### config.mk
export PLATFORM = sky130hd
export DESIGN_NAME = hub75_scan
export DESIGN_NICKNAME = d
export VERILOG_FILES = /design/src/rtl/hub75_scan.sv
export SDC_FILE = /design/constraint.sdc
export NUM_CORES = 1
export LEC_CHECK = 0
export CORE_ASPECT_RATIO = 1.2
export CORE_UTILIZATION = 50
export CTS_CLUSTER_SIZE = 10
export DETAILED_ROUTE_END_ITERATION = 12
export PLACE_DENSITY = 0.78
export SLEW_MARGIN = 20
export SYNTH_ARGS = -nofsm -noshare
export SYNTH_HDL_FRONTEND = slang
export SYNTH_SLANG_ARGS = --single-unit
### constraint.sdc
create_clock -name osc_clk -period 7 [get_ports osc_clk]
set_input_delay 1.05 -clock osc_clk [delete_from_list [all_inputs] [get_ports osc_clk]]
set_output_delay 1.05 -clock osc_clk [all_outputs]
set_load 0.05 [all_outputs]
### src/rtl/hub75_scan.sv
`default_nettype none
// ============================================================================
// Module  : hub75_scan
// Brief   : HUB75 scan engine: frame-buffer fetch, dual-chain shift, BCM display.
// Rev     : 1.0  initial release
// ============================================================================
module hub75_scan #(
  parameter int COLS      = 32,
  parameter int ROW_BITS  = 3,
  parameter int BPC       = 4,
  parameter int SHIFT_DIV = 1,
  parameter int BASE_OE   = 4
) (
  input  logic                              osc_clk,
  input  logic                              osc_reset,
  input  logic                              enable,
  output logic                              rd_en,
  output logic [ROW_BITS+$clog2(COLS)-1:0]  rd_addr,
  input  logic [6*BPC-1:0]                  rd_data,
  output logic                              hub75_clk,
  output logic                              hub75_lat,
  output logic                              hub75_oe_,
  output logic [ROW_BITS-1:0]               hub75_row,
  output logic                              hub75_r0,
  output logic                              hub75_g0,
  output logic                              hub75_b0,
  output logic                              hub75_r1,
  output logic                              hub75_g1,
  output logic                              hub75_b1,
  output logic                              frame_start
);

  localparam int c_COL_W    = $clog2(COLS);
  localparam int c_PL_W     = (BPC > 1) ? $clog2(BPC) : 1;
  localparam int c_DISP_MAX = BASE_OE << (BPC - 1);
  localparam int c_CNT_MAX  = (c_DISP_MAX > SHIFT_DIV) ? c_DISP_MAX : SHIFT_DIV;
  localparam int c_CNT_W    = $clog2(c_CNT_MAX + 1);

  typedef enum logic [2:0] {
    S_IDLE     = 3'd0,
    S_FETCH    = 3'd1,
    S_SHIFT_LO = 3'd2,
    S_SHIFT_HI = 3'd3,
    S_BLANK    = 3'd4,
    S_LATCH    = 3'd5,
    S_DISPLAY  = 3'd6
  } state_t;

  state_t               r_state;
  logic [ROW_BITS-1:0]  r_row;
  logic [c_PL_W-1:0]    r_plane;
  logic [c_COL_W-1:0]   r_col;
  logic [c_CNT_W-1:0]   r_cnt;

  logic [BPC-1:0]       w_r0_f, w_g0_f, w_b0_f, w_r1_f, w_g1_f, w_b1_f;
  logic [c_CNT_W-1:0]   w_disp_last;
  logic                 w_shift_last;
  logic                 w_plane_last;
  logic [c_PL_W-1:0]    w_plane_nxt;
  logic [ROW_BITS-1:0]  w_row_nxt;
  logic [c_COL_W-1:0]   w_col_nxt;

  assign w_r0_f = rd_data[0*BPC +: BPC];
  assign w_g0_f = rd_data[1*BPC +: BPC];
  assign w_b0_f = rd_data[2*BPC +: BPC];
  assign w_r1_f = rd_data[3*BPC +: BPC];
  assign w_g1_f = rd_data[4*BPC +: BPC];
  assign w_b1_f = rd_data[5*BPC +: BPC];

  // BCM weighting: each plane displays twice as long as the one below it.
  assign w_disp_last  = (c_CNT_W'(BASE_OE) << r_plane) - c_CNT_W'(1);
  assign w_shift_last = (r_cnt == c_CNT_W'(SHIFT_DIV - 1));
  assign w_plane_last = (r_plane == c_PL_W'(BPC - 1));
  assign w_plane_nxt  = w_plane_last ? '0 : r_plane + 1'b1;
  assign w_row_nxt    = w_plane_last ? r_row + 1'b1 : r_row;
  assign w_col_nxt    = r_col + 1'b1;

  always_ff @(posedge osc_clk) begin
    if (osc_reset) begin
      r_state     <= S_IDLE;
      r_row       <= '0;
      r_plane     <= '0;
      r_col       <= '0;
      r_cnt       <= '0;
      rd_en       <= 1'b0;
      rd_addr     <= '0;
      frame_start <= 1'b0;
      hub75_clk   <= 1'b0;
      hub75_lat   <= 1'b0;
      hub75_oe_   <= 1'b1;
      hub75_row   <= '0;
      hub75_r0    <= 1'b0;
      hub75_g0    <= 1'b0;
      hub75_b0    <= 1'b0;
      hub75_r1    <= 1'b0;
      hub75_g1    <= 1'b0;
      hub75_b1    <= 1'b0;
    end else begin
      rd_en       <= 1'b0;
      frame_start <= 1'b0;
      hub75_lat   <= 1'b0;
      case (r_state)
        S_IDLE: begin
          hub75_oe_ <= 1'b1;
          if (enable) begin
            r_state     <= S_FETCH;
            r_row       <= '0;
            r_plane     <= '0;
            r_col       <= '0;
            rd_en       <= 1'b1;
            rd_addr     <= '0;
            frame_start <= 1'b1;
          end
        end
        S_FETCH: begin
          r_state <= S_SHIFT_LO;
          r_cnt   <= '0;
        end
        S_SHIFT_LO: begin
          // rd_data is valid only in the first low cycle, one after rd_en.
          if (r_cnt == '0) begin
            hub75_r0 <= w_r0_f[r_plane];
            hub75_g0 <= w_g0_f[r_plane];
            hub75_b0 <= w_b0_f[r_plane];
            hub75_r1 <= w_r1_f[r_plane];
            hub75_g1 <= w_g1_f[r_plane];
            hub75_b1 <= w_b1_f[r_plane];
          end
          if (w_shift_last) begin
            r_state   <= S_SHIFT_HI;
            r_cnt     <= '0;
            hub75_clk <= 1'b1;
          end else begin
            r_cnt <= r_cnt + 1'b1;
          end
        end
        S_SHIFT_HI: begin
          if (w_shift_last) begin
            hub75_clk <= 1'b0;
            r_col     <= w_col_nxt;
            if (r_col == c_COL_W'(COLS - 1)) begin
              r_state   <= S_BLANK;
              hub75_row <= r_row;
            end else begin
              r_state <= S_FETCH;
              rd_en   <= 1'b1;
              rd_addr <= {r_row, w_col_nxt};
            end
          end else begin
            r_cnt <= r_cnt + 1'b1;
          end
        end
        S_BLANK: begin
          r_state   <= S_LATCH;
          hub75_lat <= 1'b1;
        end
        S_LATCH: begin
          r_state   <= S_DISPLAY;
          hub75_oe_ <= 1'b0;
          r_cnt     <= '0;
        end
        S_DISPLAY: begin
          if (r_cnt == w_disp_last) begin
            hub75_oe_ <= 1'b1;
            if (enable) begin
              r_state     <= S_FETCH;
              r_row       <= w_row_nxt;
              r_plane     <= w_plane_nxt;
              rd_en       <= 1'b1;
              rd_addr     <= {w_row_nxt, c_COL_W'(0)};
              frame_start <= (w_row_nxt == '0) && (w_plane_nxt == '0);
            end else begin
              r_state <= S_IDLE;
              r_row   <= '0;
              r_plane <= '0;
            end
          end else begin
            r_cnt <= r_cnt + 1'b1;
          end
        end
        default: r_state <= S_IDLE;
      endcase
    end
  end

endmodule
`default_nettype wire

* After elaboration in Yosys (flattened, before gate mapping)
Index checks and enable logic that the tools add are counted.
Word-level totals: latch bits 0, register bits after elaboration 41, bits in writable memories 0, memories 0, ROM bits 0, input port bits 27, word-level logic and storage cells 119, output and inout bits 22
Cells by class: bitwise gates (word level) 0, multipliers 0, multiplexer cells 56, shift-type cells 1, $lt $le $gt $ge 1, equality and inequality tests 17, divide/modulo/power cells 0, reduce and logical (&&, ||, !) cells 21, add/subtract/negate cells 5
Operators with widths (number):
- 2-to-1 mux 8 bit | 5
- 2-to-1 mux 3 bit | 9
- one-hot mux 6 bit (4 select lines) | 1
- one-hot mux 8 bit (3 select lines) | 1
- one-hot mux 3 bit (7 select lines) | 1
- 2-to-1 mux 6 bit | 3
- 2-to-1 mux 1 bit | 17
- != test 2 bit, second input constant | 8
- AND reduction 3 bit | 5
- binary-select mux 1 bit (select 2 bit) | 6
- 2-to-1 mux 5 bit | 2
- one-hot mux 5 bit (2 select lines) | 1
- equality test 3 bit, second input constant | 3
- 2-to-1 mux 2 bit | 4
- adder 6 x 1 -> 6 bit, second input constant | 1
- equality test 3 x 2 -> 1 bit, second input constant | 2
- equality test 6 bit | 1
- zero test 3 bit | 2
- zero test 6 bit | 1
- one-hot mux 1 bit (3 select lines) | 2
- one-hot mux 3 bit (2 select lines) | 1
- AND reduction 6 bit | 1
- nonzero test 2 bit | 3
- nonzero test 3 bit | 2
- other kinds (17) | 19

* Longest topological paths before layout
depth in word-level cells 7, mapped depth 8, gate-level depth less buffers 7

* Worst setup path before layout
No wires, ideal clock.
kind register to register, start point reg r_plane[0], end point reg rd_addr[2], cell stages (with the launch flop) 9, arrival 2465 ps, setup time 70 ps, required time 6930 ps, path buffers 1, clock period less this slack 2536 ps, slack 4464 ps, cells stage by stage dfxtp_1 -> clkbuf_1 -> inv_1 -> ha_1 -> or2b_1 -> mux2i_1 -> a21oi_1 -> or4_1 -> a21oi_1
Between the ends: cells in the longest elaborated chain, start to end 5
Ends and longest elaborated chain:
- from (decl) | RTL line 51 | logic [c_PL_W-1:0] r_plane;
- from (signal assigned) | RTL line 168 | r_plane <= w_plane_nxt;
- left shift 3 x 2 -> 6 bit | RTL line 71 | assign w_disp_last = (c_CNT_W'(BASE_OE) << r_plane) - c_CNT_W'(1);
- subtractor 6 x 2 -> 6 bit | RTL line 71
- equality test 6 bit | RTL line 163 | if (r_cnt == w_disp_last) begin
- != test 2 bit (no source line)
- AND reduction 6 bit (no source line)
- to (signal assigned) | RTL line 147 | rd_addr <= {r_row, w_col_nxt};
- to (signal assigned) | RTL line 170 | rd_addr <= {w_row_nxt, c_COL_W'(0)};
- to (decl) | RTL line 18 | output logic [ROW_BITS+$clog2(COLS)-1:0] rd_addr,
No other way between the ends. A chain may end at the register's enable or synchronous reset.

* Final worst setup path
Same ends and word-level chain as after synthesis.

==> results.sh <==
export IMPL_num_rows=26
export IMPL_cts_setup_buffers=0
export IMPL_n_fill_cell=369
export IMPL_status="complete, no violations"
export IMPL_yosysWarnings=0
export IMPL_crit_required_ns=7.23
export IMPL_wire_per_inst_um=15.4
export IMPL_synth_commonest_cells="41 x dfxtp_1, 28 x a21oi_1, 22 x nor2_1, 18 x nand2_1, 14 x nand3_1"
export IMPL_critical_path_top_delay_family="simple AND/OR/NAND/NOR gates"
export IMPL_multi_input_area_mm2=0.00141
export IMPL_ctsResizeCount=0
export IMPL_async_flop_share=0
export IMPL_power_leakage_uw=0.00103
export IMPL_pwr_share_clk=0.344
export IMPL_vias=2107
export IMPL_cts_buffers=5
export IMPL_timing_hold_violations_final=0
export IMPL_diodes=0
export IMPL_fmax_ghz=0.359
export IMPL_timing_setup_tns_ns=0
export IMPL_drt_first_pass_iters=4
export IMPL_cts_sinks=41
export IMPL_insertion_delay_ns=0.30
export IMPL_ff_latch_area_um2=821
export IMPL_dpl_worst_slack_ns=4.17
export IMPL_synth_fp_nets=304
export IMPL_synth_cell_types=47
export IMPL_postRouteAntennaNets=0
export IMPL_cp_arrival_ns=3.02
export IMPL_drv_cap=0
export IMPL_combPwrFrac=0.200
export IMPL_yosys_area_top_type="dfxtp_1"
export IMPL_start_util=0.536
export IMPL_wl_met3_um=290
export IMPL_cp_max_fo=11
export IMPL_finClkSkew_ns=0.0101
export IMPL_power_switching_uw=157
export IMPL_cts_tree="done"
export IMPL_switching_share=0.284
export IMPL_syn_instance_count=268
export IMPL_portBuffers=48
export IMPL_final_net_count=345
export IMPL_period_needed_ns=2.79
export IMPL_cp_cell_sequence="inv_1 -> ha_1 -> or2b_1 -> mux2i_1 -> a21oi_1 -> or4_1 -> a21oi_1"
export IMPL_worstSetupPathType="register to register"
export IMPL_max_vdd_ir_drop_mv=0.133
export IMPL_wl_met1_um=2330
export IMPL_power_share_sequential=0.456
export IMPL_die_area_mm2=0.00495
export IMPL_clk_pin_slew_ns=0.08
export IMPL_hold_class="register to register"
export IMPL_rsz0062_at_grt="false"
export IMPL_ys_top_cells_by_area="dfxtp_1 35%, a21oi_1 6.0%, mux4_2 5.8%, ha_1 4.8%, mux2i_1 4.7%"
export IMPL_setup_viol_count_final=0
export IMPL_overflow=0
export IMPL_drive_above_1_share=0.0774
export IMPL_maxUsedRoutingLayer="met4"
export IMPL_synth_area_mm2=0.00234
export IMPL_synth_seq_cells=41
export IMPL_p_total_uw=553
export IMPL_slowest_delay_ns=0.67
export IMPL_cpMaxStageDelayCell="dfxtp_1"
export IMPL_dp_hpwl_um=4110
export IMPL_detail_route_iter0_violations=103
export IMPL_yosysMostFrequentCell="dfxtp_1"
export IMPL_p_int_uw=396
export IMPL_finalWorstSetupSlack_ns=4.21
export IMPL_holdBufCountCts=0
export IMPL_clockBufferDepth=2
export IMPL_period_share=0.398
export IMPL_vias_per_cell=5.76
export IMPL_grt_use_total=0.244
export IMPL_cp_common_cell="a21oi_1"
export IMPL_drc=0
export IMPL_endpoint_kind="register"
export IMPL_max_slew_margin=0.478
export IMPL_area_delta_synth_final_pct=25.9
export IMPL_cts_htree_levels=2
export IMPL_slew_violations=0
export IMPL_grt_pass1_wl_um=9430
export IMPL_synth_top_cell_area_share=0.351
export IMPL_antenna_found_initial=0
export IMPL_routed_wirelength_um=5640
export IMPL_wl_met2_um=2930
export IMPL_startpoint_type="register"
export IMPL_ys_seq_area_frac=0.351
export IMPL_io_pins=49
export IMPL_crit_buf_inv=1
export IMPL_clock_root_buffer="clkbuf_8"
export IMPL_tightest_slew_ns=0.783
export IMPL_synth_avg_cell_area_um2=8.72
export IMPL_die_w_um=64.4
export IMPL_gp_congestion=0.885
export IMPL_grt_pass1_vias=2033
export IMPL_synth_edf_count=0
export IMPL_die_h_um=76.9
export IMPL_p_per_area_mw_per_mm2=188
export IMPL_coreArea_mm2=0.00436
export IMPL_grt_max_degree=44
export IMPL_synthFlopType="dfxtp_1"
[routing by layer]
layer / global-route usage / vias up
li1: - / 1069
met1: 0.282 / 970
met2: 0.432 / 61
met3: 0.0580 / 7
met4: 0.0844 / 0
met5: 0 / -
[worst paths after layout]
path | from | to | slack (ns) | cells after the start
max | r_plane[0] | rd_addr[2] | 4.21 | 7
min | hub75_row[1] | hub75_row[1] | 0.46 | 2
min reg2reg | hub75_row[1] | hub75_row[1] | 0.46 | 2
max reg2reg | r_plane[0] | rd_addr[2] | 4.21 | 7
[power groups by stage]
stage,registers [µW],logic (µW),clock network [µW]
2_1_floorplan,274,53.7,0
5_1_grt,253,119,205
6_report,252,111,190
3_3_place_gp,257,109,0
4_1_cts,252,111,194
3_5_place_dp,257,110,0
[flip-flops by register name (all words and copies together), names as in the netlist, 2 cells and up]
register and cells:
r_col 5, r_cnt 6, hub75_row 3, rd_addr 8, r_state 3, r_plane 2
r_row 3
[per-stage QoR]
step | hold WS [ns] | std cells | area (µm²) | utilization
final | 0.465 | 366 | 2940 | 0.675
after global routing | 0.493 | 366 | 2940 | 0.675
after CTS | 0.468 | 366 | 2940 | 0.675
after detailed placement | 0.456 | 358 | 2830 | 0.649
after global placement | 0.445 | 358 | 2830 | 0.649
after floorplan | 0.467 | 268 | 2340 | -
[cell families after synthesis]
logic type / after synthesis / share of synthesized area
compound gates: 67 / 0.180
xor+xnor: 6 / 0.0225
fa+ha+maj: 9 / 0.0482
buf+inv: 27 / 0.0466
flops: 41 / 0.351
mux: 19 / 0.115
simple gates: 99 / 0.237
[worst register-to-register path: cells and delay by family (launching register included)]
kind                     cells  cell delay (ns)
AND/OR/NAND/NOR              2             0.77
flip-flops                   1             0.67
AO/OA/AOI/OAI                2             0.48
multiplexers                 1             0.44
adder cells (fa/ha/maj)      1             0.24
buffers and inverters        1             0.13
[area by class of cell]
class | instances | area share
clock buffers | 6 | 0.0247
clock inverters | 2 | 0.0132
inverters | 12 | 0.0153
multi-input cells | 200 | 0.478
flip-flops and latches | 41 | 0.279
well taps | 56 | 0.0238
repair buffers | 49 | 0.166
[layout by cell type, fill, tap and decap left out, types with 2 or more instances in the layout]
| master | n |
|---|---|
| o32ai_1 | 3 |
| xnor2_1 | 3 |
| xor2_1 | 3 |
| ha_1 | 9 |
| nor3_1 | 11 |
| nand3_1 | 14 |
| clkbuf_8 | 5 |
| and3_1 | 2 |
| a311oi_1 | 3 |
| inv_1 | 12 |
| a21oi_1 | 28 |
| dfxtp_1 | 41 |
| or2_2 | 2 |
| nor4_4 | 2 |
| a21oi_2 | 2 |
| mux2_2 | 2 |
| or3_1 | 4 |
| nor2_1 | 22 |
| a21o_1 | 4 |
| nand2b_1 | 2 |
| o21ai_0 | 11 |
| nor4b_1 | 2 |
| nand3b_1 | 4 |
| nor3b_1 | 3 |
| clkdlybuf4s50_1 | 48 |
| nand4_1 | 5 |
| mux4_2 | 6 |
| mux2i_1 | 11 |
| o21bai_1 | 3 |
| nand2_1 | 18 |
| or4_1 | 2 |
| a211oi_1 | 5 |
Note: power is estimated with default switching activity, not from simulation.
